File: config.mk
export PLATFORM = sky130hd
export DESIGN_NAME = limber_gnrl_edge_det_flat
export DESIGN_NICKNAME = d
export VERILOG_FILES = /design/src/rtl/limber_gnrl_edge_pkg.sv /design/src/rtl/limber_gnrl_edge_det_if.sv /design/src/rtl/limber_gnrl_edge_chan.sv /design/src/rtl/limber_gnrl_edge_det.sv /design/src/flat_wrapper.sv
export SDC_FILE = /design/constraint.sdc
export NUM_CORES = 1
export LEC_CHECK = 0
export CAP_MARGIN = 10
export CORE_AREA = 4 4 47 49
export DETAILED_ROUTE_END_ITERATION = 7
export DIE_AREA = 0 0 51 53
export PLACE_DENSITY = 0.73
export SETUP_SLACK_MARGIN = 0.15
export SYNTH_ARGS = -nofsm -noshare
export SYNTH_HDL_FRONTEND = slang
export SYNTH_HIERARCHICAL = 1
export SYNTH_SLANG_ARGS = --single-unit
File: constraint.sdc
create_clock -name i_clk -period 2.7 [get_ports i_clk]
set_clock_uncertainty 0.15 [all_clocks]
set_input_delay 0.405 -clock i_clk [delete_from_list [all_inputs] [get_ports i_clk]]
set_output_delay 0.405 -clock i_clk [all_outputs]
set_load 0.1 [all_outputs]
File: src/rtl/limber_gnrl_edge_pkg.sv
// rtl/limber_gnrl_edge_pkg.sv - shared types and helpers for the generic edge detector
// Purpose: 2-bit per-channel edge mode encoding and the event-selection helper.
// Ports: none (package).
// Config macro: LIMBER_GNRL_EDGE_DEBOUNCE_EN (used by importing modules, not here).
package limber_gnrl_edge_pkg;

  typedef enum logic [1:0] {
    EDGE_OFF  = 2'b00,
    EDGE_RISE = 2'b01,
    EDGE_FALL = 2'b10,
    EDGE_BOTH = 2'b11
  } edge_mode_t;

  function automatic logic edge_event(input edge_mode_t mode, input logic rise, input logic fall);
    logic ev;
    ev = 1'b0;
    case (mode)
      EDGE_OFF:  ev = 1'b0;
      EDGE_RISE: ev = rise;
      EDGE_FALL: ev = fall;
      EDGE_BOTH: ev = rise | fall;
    endcase
    return ev;
  endfunction

endpackage

File: src/rtl/limber_gnrl_edge_det_if.sv
// rtl/limber_gnrl_edge_det_if.sv - signal bundle for the generic edge detector
// Purpose: groups the monitored levels, modes, clears and event outputs.
// Ports (signals):
//   i_a[N], i_mode[2N], i_clr[N]   driven by master, consumed by the detector
//   o_pulse[N], o_flag[N], o_cnt[N*CNT_W], o_any   driven by the detector
// Modports: master (stimulus / consumer side), slave (detector side).
// Config macro: LIMBER_GNRL_EDGE_DEBOUNCE_EN (no effect on this bundle).
interface limber_gnrl_edge_det_if
  import limber_gnrl_edge_pkg::*;
#(
  parameter int N     = 1,
  parameter int CNT_W = 8
);
  logic [N-1:0]       i_a;
  logic [2*N-1:0]     i_mode;
  logic [N-1:0]       i_clr;
  logic [N-1:0]       o_pulse;
  logic [N-1:0]       o_flag;
  logic [N*CNT_W-1:0] o_cnt;
  logic               o_any;

  modport master (
    output i_a, i_mode, i_clr,
    input  o_pulse, o_flag, o_cnt, o_any
  );

  modport slave (
    input  i_a, i_mode, i_clr,
    output o_pulse, o_flag, o_cnt, o_any
  );
endinterface

File: src/rtl/limber_gnrl_edge_chan.sv
// rtl/limber_gnrl_edge_chan.sv - one edge-detector channel
// Purpose: synchroniser, optional debounce filter, edge compare, sticky flag, saturating counter.
// Ports:
//   i_clk, i_rst   clock, asynchronous active-high reset
//   i_a            monitored level (may be asynchronous)
//   i_mode         edge selection (off / rise / fall / both)
//   i_clr          write-1-clear of flag and counter
//   o_ev           combinational event (feeds the top-level any-OR)
//   o_pulse        registered one-cycle event pulse
//   o_flag         sticky event flag
//   o_cnt          saturating event count
// Config macro: LIMBER_GNRL_EDGE_DEBOUNCE_EN adds the debounce filter and DEBOUNCE_CYC.
module limber_gnrl_edge_chan
  import limber_gnrl_edge_pkg::*;
#(
  parameter int SYNC_STAGES  = 2,
  parameter int CNT_W        = 8,
  parameter bit RST_LVL      = 1'b0
`ifdef LIMBER_GNRL_EDGE_DEBOUNCE_EN
  ,parameter int DEBOUNCE_CYC = 4
`endif
) (
  input  logic             i_clk,
  input  logic             i_rst,
  input  logic             i_a,
  input  edge_mode_t       i_mode,
  input  logic             i_clr,
  output logic             o_ev,
  output logic             o_pulse,
  output logic             o_flag,
  output logic [CNT_W-1:0] o_cnt
);

  logic s;
  logic f;

  generate
    if (SYNC_STAGES == 0) begin : g_nosync
      assign s = i_a;
    end else begin : g_sync
      logic [SYNC_STAGES-1:0] sync_q, sync_d;

      always_comb begin
        sync_d[0] = i_a;
        for (int i = 1; i < SYNC_STAGES; i++) sync_d[i] = sync_q[i-1];
      end

      always_ff @(posedge i_clk or posedge i_rst) begin
        if (i_rst) sync_q <= {SYNC_STAGES{RST_LVL}};
        else       sync_q <= sync_d;
      end

      assign s = sync_q[SYNC_STAGES-1];
    end
  endgenerate

`ifdef LIMBER_GNRL_EDGE_DEBOUNCE_EN
  localparam int DBC_W = $clog2(DEBOUNCE_CYC + 1);

  logic [DBC_W-1:0] dbc_q, dbc_d;
  logic             f_q, f_d;

  // The counter only runs while s disagrees with the accepted level; any
  // return to agreement before the threshold discards the candidate change.
  always_comb begin
    f_d   = f_q;
    dbc_d = '0;
    if (s != f_q) begin
      if (dbc_q == DBC_W'(DEBOUNCE_CYC - 1)) f_d = s;
      else                                   dbc_d = dbc_q + DBC_W'(1);
    end
  end

  always_ff @(posedge i_clk or posedge i_rst) begin
    if (i_rst) begin
      dbc_q <= '0;
      f_q   <= RST_LVL;
    end else begin
      dbc_q <= dbc_d;
      f_q   <= f_d;
    end
  end

  assign f = f_q;
`else
  assign f = s;
`endif

  logic             p_q, p_d;
  logic             pulse_q, pulse_d;
  logic             flag_q, flag_d;
  logic [CNT_W-1:0] cnt_q, cnt_d;
  logic             ev;

  // History p tracks f in every mode, so enabling a channel later compares
  // against the current level and never fires on a stale one.
  always_comb begin
    ev      = edge_event(i_mode, f & ~p_q, ~f & p_q);
    p_d     = f;
    pulse_d = ev;
    flag_d  = ev | (flag_q & ~i_clr);
    cnt_d   = cnt_q;
    if (i_clr)                  cnt_d = ev ? CNT_W'(1) : '0;
    else if (ev && cnt_q != '1) cnt_d = cnt_q + CNT_W'(1);
  end

  always_ff @(posedge i_clk or posedge i_rst) begin
    if (i_rst) begin
      p_q     <= RST_LVL;
      pulse_q <= 1'b0;
      flag_q  <= 1'b0;
      cnt_q   <= '0;
    end else begin
      p_q     <= p_d;
      pulse_q <= pulse_d;
      flag_q  <= flag_d;
      cnt_q   <= cnt_d;
    end
  end

  assign o_ev    = ev;
  assign o_pulse = pulse_q;
  assign o_flag  = flag_q;
  assign o_cnt   = cnt_q;

endmodule

File: src/rtl/limber_gnrl_edge_det.sv
// rtl/limber_gnrl_edge_det.sv - N-channel mode-selectable edge detector
// Purpose: instantiates N independent channels and registers the any-event OR.
// Ports:
//   i_clk, i_rst   clock, asynchronous active-high reset
//   bus (slave)    i_a / i_mode / i_clr in; o_pulse / o_flag / o_cnt / o_any out
// Config macro: LIMBER_GNRL_EDGE_DEBOUNCE_EN adds per-channel debounce (DEBOUNCE_CYC).
module limber_gnrl_edge_det
  import limber_gnrl_edge_pkg::*;
#(
  parameter int N            = 1,
  parameter int SYNC_STAGES  = 2,
  parameter int CNT_W        = 8,
  parameter bit RST_LVL      = 1'b0
`ifdef LIMBER_GNRL_EDGE_DEBOUNCE_EN
  ,parameter int DEBOUNCE_CYC = 4
`endif
) (
  input logic                 i_clk,
  input logic                 i_rst,
  limber_gnrl_edge_det_if.slave bus
);

  logic [N-1:0] ev;
  logic         any_q, any_d;

  for (genvar k = 0; k < N; k++) begin : g_chan
    limber_gnrl_edge_chan #(
      .SYNC_STAGES (SYNC_STAGES),
      .CNT_W       (CNT_W),
      .RST_LVL     (RST_LVL)
`ifdef LIMBER_GNRL_EDGE_DEBOUNCE_EN
      ,.DEBOUNCE_CYC(DEBOUNCE_CYC)
`endif
    ) u_chan (
      .i_clk   (i_clk),
      .i_rst   (i_rst),
      .i_a     (bus.i_a[k]),
      .i_mode  (edge_mode_t'(bus.i_mode[2*k +: 2])),
      .i_clr   (bus.i_clr[k]),
      .o_ev    (ev[k]),
      .o_pulse (bus.o_pulse[k]),
      .o_flag  (bus.o_flag[k]),
      .o_cnt   (bus.o_cnt[k*CNT_W +: CNT_W])
    );
  end

  // Built from the raw events so o_any lands in the same cycle as o_pulse.
  always_comb any_d = |ev;

  always_ff @(posedge i_clk or posedge i_rst) begin
    if (i_rst) any_q <= 1'b0;
    else       any_q <= any_d;
  end

  assign bus.o_any = any_q;

endmodule

File: src/flat_wrapper.sv
// flat-port wrapper written by rule: the top's interface ports become plain ports
module limber_gnrl_edge_det_flat import limber_gnrl_edge_pkg::*;
#(
  parameter int N            = 1,
  parameter int SYNC_STAGES  = 2,
  parameter int CNT_W        = 8,
  parameter bit RST_LVL      = 1'b0

)
  (i_clk, i_rst, bus_i_a, bus_i_mode, bus_i_clr, bus_o_pulse, bus_o_flag, bus_o_cnt, bus_o_any);
  limber_gnrl_edge_det_if #(.N(N), .CNT_W(CNT_W)) bus_i ();
  input logic i_clk;
  input logic i_rst;
  input wire logic [$bits(bus_i.i_a)-1:0] bus_i_a;
  input wire logic [$bits(bus_i.i_mode)-1:0] bus_i_mode;
  input wire logic [$bits(bus_i.i_clr)-1:0] bus_i_clr;
  output wire logic [$bits(bus_i.o_pulse)-1:0] bus_o_pulse;
  output wire logic [$bits(bus_i.o_flag)-1:0] bus_o_flag;
  output wire logic [$bits(bus_i.o_cnt)-1:0] bus_o_cnt;
  output wire logic [$bits(bus_i.o_any)-1:0] bus_o_any;
  assign bus_i.i_a = bus_i_a;
  assign bus_i.i_mode = bus_i_mode;
  assign bus_i.i_clr = bus_i_clr;
  assign bus_o_pulse = bus_i.o_pulse;
  assign bus_o_flag = bus_i.o_flag;
  assign bus_o_cnt = bus_i.o_cnt;
  assign bus_o_any = bus_i.o_any;
  limber_gnrl_edge_det #(.N(N), .SYNC_STAGES(SYNC_STAGES), .CNT_W(CNT_W), .RST_LVL(RST_LVL)) u_core (.i_clk(i_clk), .i_rst(i_rst), .bus(bus_i));
endmodule
# --- After elaboration in Yosys (flattened, before gate mapping) ---
# Cells that the tools add are included.
totals:
  register_bits: 13
  latch_bits: 0
  ramBits: 0
  romBits: 0
  input_bits: 6
  output_inout_bits: 11
  mem_count: 0
classes:
  n_addsub: 1
  multipliers: 0
  div_mod_pow: 0
  magnitude_cmp: 0
  n_eq_ne: 4
  shift: 0
  muxes: 4
  n_bitwise: 8
  reduce_logical: 3
ops:
  columns: ["operator", "n"]
  rows:
  - ["two-way mux 8 bit", 2]
  - ["adder 8 x 1 -> 8 bit (second input constant)", 1]
  - ["!= test 8 bit (second input constant)", 1]
  - ["== test 2 bit (second input constant)", 2]
  - ["one-hot mux 1 bit (4 select lines)", 1]
  - ["AND 1 bit", 3]
  - ["NOT 1 bit", 3]
  - ["== test 2 x 1 -> 1 bit (second input constant)", 1]
  - ["logical NOT 2 bit", 1]
  - ["OR 1 bit", 2]
  - ["nonzero test 2 bit", 1]
  - ["logical AND 1 bit", 1]
  - ["two-way mux 1 bit", 1]

# --- Longest topological paths before layout ---
logic_depth:
  depth_word: 7
  mapped_depth: 8
  depth_no_buf: 7

# --- By module ---
# Netlist, hierarchy kept.
modules_own_cells:
  columns: ["mod", "n_inst", "cells_each", "area_per_inst_um2"]
  rows:
  - ["limber_gnrl_edge_chan", 1, 64, 648.1]
  - ["limber_gnrl_edge_det", 1, 2, 28.8]

# --- Worst setup path after synthesis ---
# Ideal clock, no wire load.
synth_timing:
  path_type: "register -> register"
  startpoint: "register u_core.g_chan[0].u_chan.cnt_q[1]"
  endpoint: "register u_core.g_chan[0].u_chan.cnt_q[1]"
  setup_time_ns: 0.078
  arrival_time_ns: 2.043
  required_time_ns: 2.472
  setup_slack_ns: 0.428
  path_stages_with_launch: 6
  path_buffers: 0
  synth_period_minus_slack_ns: 2.272
  cell_sequence: "dfrtp_1 -> ha_1 -> nand3_1 -> nor2_1 -> o21ai_0 -> a21oi_1"
synth_between:
  elab_chain_len: 3
  elab_cells_between_ends: 6
synth_lines:
  columns: ["item", "line", "source"]
  rows:
  - ["start: declaration", "limber_gnrl_edge_chan.sv:92", "logic [CNT_W-1:0] cnt_q, cnt_d;"]
  - ["start signal: assignment", "limber_gnrl_edge_chan.sv:117", "cnt_q <= cnt_d;"]
  - ["adder 8 x 1 -> 8 bit or != test 8 bit (tied branches)", "limber_gnrl_edge_chan.sv:104", "else if (ev && cnt_q != '1) cnt_d = cnt_q + CNT_W'(1);"]
  - ["two-way mux 8 bit or logical AND 1 bit (tied branches)", "limber_gnrl_edge_chan.sv:104", null]
  - ["two-way mux 8 bit or nonzero test 2 bit (tied branches)", null, null]
# Several ways; a longest one is shown, not always the timed one. The select of a mux whose other input is x is not followed.
# A chain may end at the register's enable or synchronous reset.

# --- Worst setup path in the final report ---
layout_timing:
  startpoint: "register u_core.g_chan[0].u_chan.g_sync.sync_q[1]"
  endpoint: "register u_core.g_chan[0].u_chan.cnt_q[6]"
layout_between:
  elab_chain_len: 6
  elab_cells_between_ends: 7
layout_lines:
  columns: ["item", "line", "source"]
  rows:
  - ["start: declaration", "limber_gnrl_edge_chan.sv:41", "logic [SYNC_STAGES-1:0] sync_q, sync_d;"]
  - ["start signal: assignment", "limber_gnrl_edge_chan.sv:49", "if (i_rst) sync_q <= {SYNC_STAGES{RST_LVL}};"]
  - ["start signal: assignment", "limber_gnrl_edge_chan.sv:50", "else sync_q <= sync_d;"]
  - ["NOT 1 bit", "limber_gnrl_edge_chan.sv:98", "ev = edge_event(i_mode, f & ~p_q, ~f & p_q);"]
  - ["AND 1 bit", "limber_gnrl_edge_chan.sv:98", null]
  - ["OR 1 bit", "limber_gnrl_edge_pkg.sv:21", "EDGE_BOTH: ev = rise | fall;"]
  - ["one-hot mux 1 bit (4 select lines) *", "limber_gnrl_edge_pkg.sv:17", "case (mode)"]
  - ["logical AND 1 bit *", "limber_gnrl_edge_chan.sv:104", null]
  - ["nonzero test 2 bit (no line) *", null, null]
# Every way passes the cells marked *; elsewhere a longest branch is shown, timed or not.

==> impl_metrics.json <==
{
  "status": "complete, no violations",
  "synth_edf_count": 0,
  "worstMarginPinSlew_ns": 0.545,
  "period_share": 0.811,
  "cts_buffer_depth": 2,
  "cts-root-buf": "clkbuf_4",
  "grt_usage": 0.122,
  "num_rows": 16,
  "post_cts.repair.setup_buffers": 0,
  "synthTopCellsByArea": "dfrtp_1 52%, ha_1 5.5%, a21oi_1 5.2%",
  "yosys_warnings": 6,
  "io_buffers": 16,
  "drv_slew": 0,
  "synth.cell_area_sq_um": 677,
  "fill_cells": 194,
  "grt_max_degree": 17,
  "rsz0062_at_grt": "no",
  "hold_viol": 0,
  "die_w_microns": 51,
  "p_int_uw": 300,
  "dieArea_sq_um": 2700,
  "vias_per_cell": 5.30,
  "hp-class": "input port to asynchronous set/reset pin",
  "async_reset_ff_frac": 1.00,
  "area_delta_synth_final_pct": 26.6,
  "antenna_found_initial": 0,
  "drtPass1Iterations": 4,
  "p_leak_uw": 0.000374,
  "drc": 0,
  "syn_inst": 66,
  "wire_per_inst_microns": 13.0,
  "cts_buffers": 3,
  "clk_pin_slew_ns": 0.07,
  "slew_headroom": 0.635,
  "drt_iter0_markers": 4,
  "timing.fmax_mhz": 457,
  "switching_share": 0.350,
  "maxCapViolCount": 0,
  "vdd_drop_max_mv": 0.343,
  "seq_area_frac_synth": 0.518,
  "cp-end-kind": "register",
  "synth_area_leader_cell": "dfrtp_1",
  "ys.flop_type": "dfrtp_1",
  "tritoncts": "built",
  "finalPower_uw": 462,
  "detail-route-antenna-nets": 0,
  "finalSetupViolCount": 0,
  "final_layout_size_suffix_gt1_frac": 0.193,
  "synth-seq-cells": 14,
  "final_common_cell": "dfrtp_1",
  "hold_buffers": 0,
  "ios": 17,
  "p_per_area_nw_per_um2": 539,
  "initial_core_util": 0.364,
  "cts_sinks": 14,
  "post_cts_resized": 0,
  "h-tree-depth": 1,
  "avgSynthCellArea_sq_um": 10.3,
  "finalWorstPathRequiredPeriod_ns": 2.19,
  "pwr-share-comb": 0.266,
  "critPathLaunchType": "register",
  "p_switching_uw": 161,
  "worstPathRequired_ns": 2.74,
  "die_h_microns": 53,
  "synthDominantCellAreaShare": 0.518,
  "grt_pass1_wl_mm": 2.44,
  "crit_type": "register to register",
  "diodes": 0,
  "synth.distinct_cells": 23,
  "gp_congestion": 0.743,
  "dpl.hpwl_mm": 1.05,
  "fin_setup_tns_ns": 0,
  "final_cell_mix": "14 x dfrtp_1, 11 x buf_4, 8 x inv_1, 7 x a21oi_1, 5 x clkdlybuf4s50_1",
  "insertion_delay_ns": 0.27,
  "worst-path-max-fanout": 16,
  "worstPathArrival_ns": 2.23,
  "grt_pass1_vias": 545,
  "nets": 94,
  "overflow": 0,
  "vias": 583,
  "wl_mm": 1.43,
  "pwr-share-clk": 0.235,
  "syn-num-nets": 75,
  "core_region_area_sq_um": 1860,
  "p_seq_frac": 0.499
}
## Yosys cell counts, drive strengths merged (2+ instances only)
master / n
o21ai: 3
nand2: 3
a21oi: 7
o31ai: 3
dfrtp: 14
or4: 3
nor2: 2
inv: 8
buf: 2
nand3b: 3
ha: 3
o41ai: 3
nand3: 4
## kinds of logic (layout without fill, tap and decap cells)
kind of cell,Yosys count,after routing,share of synthesized area
simple gates,20,20,0.183
compound gates,19,19,0.187
flops,14,14,0.518
buf+inv,10,27,0.0573
fa+ha+maj,3,3,0.0555
## worst paths after layout
kind | end | slack (ns) | startpoint | depth (start not counted)
max | u_core/g_chan[0].u_chan/o_cnt[6]$_DFFE_PP0P_ | 0.51 | u_core/g_chan[0].u_chan/g_sync.sync_q[1]$_DFF_PP0_ | 6
min | u_core/bus.o_any$_DFF_PP0_ | 0.14 | i_rst | 2
max reg2reg | u_core/g_chan[0].u_chan/o_cnt[6]$_DFFE_PP0P_ | 0.51 | u_core/g_chan[0].u_chan/g_sync.sync_q[1]$_DFF_PP0_ | 6
min reg2reg | u_core/g_chan[0].u_chan/g_sync.sync_q[1]$_DFF_PP0_ | 0.20 | u_core/g_chan[0].u_chan/g_sync.sync_q[0]$_DFF_PP0_ | 0
max in group asynchronous | u_core/g_chan[0].u_chan/g_sync.sync_q[0]$_DFF_PP0_ | 1.72 | i_rst | 2
min in group i_clk | u_core/g_chan[0].u_chan/g_sync.sync_q[1]$_DFF_PP0_ | 0.20 | u_core/g_chan[0].u_chan/g_sync.sync_q[0]$_DFF_PP0_ | 0
## metal layers
layer  GRT usage  routed length, microns  vias to the layer above
met5           0                       0                        -
met4      0.0673                      10                        0
met3      0.0310                      65                        2
met2       0.195                     716                       15
met1       0.149                     637                      289
li1            -                       -                      277
## registers in the layout, indices dropped and copies added (netlist names)
signal                              count
u_core/bus.o_any                        1
u_core/g_chan.u_chan/g_sync.sync_q      2
u_core/g_chan.u_chan/o_cnt              8
u_core/g_chan.u_chan/o_flag             1
u_core/g_chan.u_chan/o_pulse            1
u_core/g_chan.u_chan/p_q                1
## per-stage QoR
| step | hold slack, ns | utilization | cell area [sq um] | worst slack (ns) | instances |
|---|---|---|---|---|---|
| after floorplan | -0.0163 | - | 677 | 0.428 | 66 |
| after global placement | 0.183 | 0.448 | 835 | 0.407 | 107 |
| after detailed placement | 0.190 | 0.448 | 835 | 0.366 | 107 |
| after CTS | 0.130 | 0.460 | 857 | 0.494 | 110 |
| after global routing | 0.149 | 0.460 | 857 | 0.395 | 110 |
| final | 0.139 | 0.460 | 857 | 0.510 | 110 |
## power by group through the flow
| stage | clock, uW | combinational [uW] | sequential, uW |
|---|---|---|---|
| final | 109 | 123 | 230 |
| after global routing | 127 | 129 | 233 |
| after CTS | 116 | 124 | 230 |
| after detailed placement | 0 | 123 | 234 |
| after global placement | 0 | 121 | 233 |
| after floorplan | 0 | 26.1 | 300 |
## final cells by class
cell class,instances,area (sq um),area share
Clock buffer,3,22.5,0.0263
Sequential cell,14,350,0.409
Multi-Input combinational cell,42,288,0.336
Inverter,8,30.0,0.0350
Tap cell,27,33.8,0.0394
Timing Repair Buffer,16,133,0.155
## worst max-delay path, cell delays in order, from the launching register on
cell	delay [ns]
dfrtp_1	0.37
inv_1	0.06
ha_1	0.28
and2_1	0.15
o31a_1	0.40
or4_1	0.55
a21oi_1	0.15
Note: power is estimated with default switching activity, not from simulation.
